**src/rtl/unary_expander.sv**
```systemverilog
// unary_expander: turns a ones-count into a DW-bit thermometer vector (bits 0..k-1 set)
// streamed LSB chunk first as DW/CW chunks over a valid/ready handshake.
module unary_expander #(
    parameter  int DW   = 32,
    parameter  int CW   = 8,
    localparam int NCH  = DW / CW,
    localparam int IW   = (NCH > 1) ? $clog2(NCH) : 1,
    localparam int CNTW = $clog2(DW + 1)
) (
    input  logic            clk_i,
    input  logic            rst_i,
    input  logic [CNTW-1:0] cnt_i,
    input  logic            cnt_valid_i,
    output logic            cnt_ready_o,
    output logic [CW-1:0]   chunk_o,
    output logic            chunk_valid_o,
    input  logic            chunk_ready_i,
    output logic            chunk_last_o,
    output logic [IW-1:0]   chunk_idx_o
);

    typedef enum logic {
        IDLE,
        EMIT
    } state_e;

    state_e          state_q;
    logic [CNTW-1:0] cnt_q;
    logic [CNTW-1:0] cnt_d;
    logic [IW-1:0]   idx_q;
    logic            ready_q;
    logic            last_idx;
    logic [CW-1:0]   chunk_d;

    assign cnt_d    = (cnt_i > CNTW'(DW)) ? CNTW'(DW) : cnt_i;
    assign last_idx = (idx_q == IW'(NCH - 1));

    // Ready is registered so it stays low for the whole reset and rises one cycle later.
    always_ff @(posedge clk_i) begin
        if (rst_i) begin
            state_q <= IDLE;
            cnt_q   <= '0;
            idx_q   <= '0;
            ready_q <= 1'b0;
        end else begin
            case (state_q)
                IDLE: begin
                    ready_q <= 1'b1;
                    if (cnt_valid_i && ready_q) begin
                        cnt_q   <= cnt_d;
                        idx_q   <= '0;
                        ready_q <= 1'b0;
                        state_q <= EMIT;
                    end
                end
                EMIT: begin
                    if (chunk_ready_i) begin
                        if (last_idx) begin
                            state_q <= IDLE;
                            ready_q <= 1'b1;
                        end else begin
                            idx_q <= idx_q + 1'b1;
                        end
                    end
                end
                default: begin
                    state_q <= IDLE;
                    ready_q <= 1'b0;
                end
            endcase
        end
    end

    // Bit positions are compared at CNTW bits, so k = DW never overflows.
    always_comb begin
        chunk_d = '0;
        for (int unsigned b = 0; b < CW; b++) begin
            chunk_d[b] = (CNTW'(idx_q) * CNTW'(CW) + CNTW'(b)) < cnt_q;
        end
    end

    assign cnt_ready_o   = ready_q;
    assign chunk_o       = chunk_d;
    assign chunk_valid_o = (state_q == EMIT);
    assign chunk_last_o  = (state_q == EMIT) && last_idx;
    assign chunk_idx_o   = idx_q;

endmodule

```
**config.mk**
```make
export PLATFORM = sky130hd
export DESIGN_NAME = unary_expander
export DESIGN_NICKNAME = d
export VERILOG_FILES = /design/src/rtl/unary_expander.sv
export SDC_FILE = /design/constraint.sdc
export NUM_CORES = 1
export LEC_CHECK = 0
export CAP_MARGIN = 20
export CORE_MARGIN = 2
export CORE_UTILIZATION = 44
export DETAILED_ROUTE_END_ITERATION = 10
export PLACE_DENSITY = 0.8
export SYNTH_ARGS = -nofsm -noshare
export SYNTH_HDL_FRONTEND = slang
export SYNTH_SLANG_ARGS = --single-unit
```
**constraint.sdc**
```tcl
create_clock -name clk_i -period 2.3 [get_ports clk_i]
set_input_delay 0.46 -clock clk_i [delete_from_list [all_inputs] [get_ports clk_i]]
set_output_delay 0.46 -clock clk_i [all_outputs]
set_load 0.05 [all_outputs]
```
==> run metrics <==
number of global-route vias before repair=about 480; Ports=23; f_max=around 460 MHz; Clock Power Share=0.199; First-pass DRT Iterations=4; Avg Cell Area, Syn=roughly 8 µm²; VDD IR max=between 0.0003 and 0.0004 V; post-synthesis simple-gate area fraction=0.354; register share of total power=0.324; Synth Net Count=88; TNS Setup=0 ps; worst slew pin tran=~550 ps; TritonCTS clock tree=built; Core Footprint=between 1000 and 1500 µm²; via count=567; met2 Use GR=0.273; PortBufs=22; top-area cell type share of the netlist area=0.335; Synth Instances=74; Internal=approximately 0.00037 W; worst path cell trace=inv_1 -> ha_1 -> nand2b_1 -> a21oi_4 -> nor3_2 -> buf_12; Final Hold Fails=0; setup violators final=0; synth top area cells=dfxtp_1 (34%), a21oi_1 (10%), ha_1 (8.4%); Max Cap Viol=0; Post-Route WL=1.18 mm; Yosys warnings=0; # H-tree levels=1; multiplexer share of the synthesized area=0; antenna diode instance count=0; Gate power share=0.477; hold crit path type=register to register; Worst path slowest cell=dfxtp_1; type of the worst setup path=register to primary output; Synth Cell Area=597 µm²; routed vias/inst=5.06; NetSw=roughly 0.00022 W; clk_skew=roughly 9.5 ps; std cell rows=13; DIE AREA=roughly 1700 µm²; drt initial violations=8; remaining antenna violation count=0; initial antenna violation count=0; GRT Util Overall=0.173; XOR/XNOR Fraction of Synth Area=0; sequential fraction of the synthesis area=0.335; clock slew at reported path FFs=70 ps; Placed Cells=109; number of CTS-inserted buffers=3; Routed WL per cell=about 11 µm; die height=~40 µm; Area growth, synth to finish=57.4%; largest net degree at the start of global routing=12; area leader, netlist=dfxtp_1; CTS max path bufs=2; worst relative slew slack=0.632; Cell variety after synth=24; GR Util met1=0.217; Post-route DRC=0; post-DP HPWL=988 µm; Remaining Overflow, GRT=0; Synth Area in Compound Gates=0.182; RSZ-0062 raised after global routing=false; Worst Path Required=about 1800 ps; Tmin final=2190 ps; global-route wire length before repair=about 1.9 mm; met3 usage=0.0489; Adder-Cell Fraction of Synth Area=0.0839; crit path launch type=register; final period utilization=0.954; initial core utilization=0.464; largest family of logic cells by synthesized area=simple AND/OR/NAND/NOR gates; Largest delay share family, worst path=flip-flops; power per cell area=approximately 630 nW/µm²; Routability Congestion=0.708; CP endpoint kind=primary output; GR peak layer=met2; Crit path arrival time=about 1700 ps; sw frac=0.377; CTS Sinks=10; Slowest Stage Delay on Critical Path=about 420 ps; outcome=finished clean; nets=about 110; setup bufs post-CTS=0; Yosys reg bits=10; clock root buffer=clkbuf_4; CP Buf/Inv Count=2; share of layout cells above drive strength 1=0.227; non-filler instance count after layout=112; clk_lat worst skew=260 ps; critical path peak fanout=6; LEAKAGE=about 0.36 nW; Die X=40.8 µm; Final Max Tran Viols=0
[logic make-up after synthesis]
logic type                 count (synthesis)
AOI/OAI and AO/OA                         19
and+or+nand+nor                           35
buffers and inverters                      6
adders and majority gates                  4
DFF                                       10
[routing by layer]
metal  vias to the layer above  wire (µm)  share of wire
met5                         -          0              0
met4                         0          0              0
met3                         0         69          0.058
met2                        18        554           0.47
met1                       241        558           0.47
li1                        308          -              -
[cell usage after synthesis]
library cell and count:
buf_4 1, nand2b_4 1, o31ai_1 1, nor3_1 4, a21bo_2 1, nand3_1 1, a21oi_1 12, dfxtp_1 10
nand3b_1 6, ha_1 4, and2_1 1, clkbuf_1 1, o21ai_0 3, nand4b_1 3, nor2_1 5, nand3b_2 1
and3b_1 1, o21bai_1 1, nand2b_1 1, nand2_1 8, a21oi_2 1, inv_1 4, nor3b_1 1, nor2b_1 2
[worst min-delay path, cell delays in order, from the launching register on]
cell and delay (ps):
dfxtp_1 310, nand2_1 60, a21oi_1 50
[final cells by class]
cell class                      instances  area, µm²
Tap cell                               15       18.8
Multi-Input combinational cell         58        410
Fill cell                             102        345
Clock buffer                            3       22.5
Sequential cell                        10        200
Timing Repair Buffer                   22        273
Inverter                                4       15.0
[cells in the final DEF (no fill, tap or decap), drive strengths merged]
cell | netlist | layout
nor3 | 4 | 4
and3b | 1 | 1
nand2 | 8 | 8
nor2 | 5 | 5
dfxtp | 10 | 10
nand3 | 1 | 1
nand2b | 2 | 2
and2 | 1 | 1
inv | 4 | 4
nand4b | 3 | 3
o21ai | 3 | 3
nor3b | 1 | 1
o31ai | 1 | 1
a21oi | 13 | 13
nor2b | 2 | 2
ha | 4 | 4
nand3b | 7 | 7
buf | 1 | 9
clkdlybuf4s50 | 0 | 13
clkbuf | 1 | 3
o21bai | 1 | 1
a21bo | 1 | 1
[power by group through the flow]
stage | registers [W] | logic, W | clock network (W)
final | 0.000191 | 0.000281 | 0.000117
after global routing | 0.000192 | 0.000296 | 0.000128
after CTS | 0.000190 | 0.000280 | 0.000118
after detailed placement | 0.000194 | 0.000280 | 0
after global placement | 0.000194 | 0.000278 | 0
after floorplan | 0.000207 | 0.000148 | 0
[sequential cells by signal (all words and copies together), names as in the netlist]
| signal | flops |
|---|---|
| chunk_valid_o | 1 |
| cnt_ready_o | 1 |
| cnt_q | 6 |
| chunk_idx_o | 2 |
[through the flow]
stage | cell area [µm²] | worst slack [ps] | hold slack, ps | power [W] | util
after global routing | 940 | 22.1 | 479 | 0.000616 | 0.731
after floorplan | 624 | -198 | 432 | 0.000356 | -
after detailed placement | 905 | 343 | 456 | 0.000474 | 0.704
after global placement | 905 | 388 | 442 | 0.000471 | 0.704
after CTS | 927 | 49.9 | 464 | 0.000589 | 0.722
final | 940 | 107 | 460 | 0.000589 | 0.731
[worst paths after layout]
kind | start | endpoint | slack [ps] | cells past startpoint
setup / recovery | chunk_idx_o[0] | chunk_o[5] | 110 | 6
hold / removal | cnt_q[4] | cnt_q[4] | 460 | 2
setup reg to reg | chunk_idx_o[0] | cnt_ready_o | 1140 | 4
hold reg to reg | cnt_q[4] | cnt_q[4] | 460 | 2
[what timing repair did]
action | CTS | global route
setup endpoints to repair | 0 | 2
hold buffers | 0 | 0
resized for setup | 0 | 2
Power figures use the tool's default switching activity.
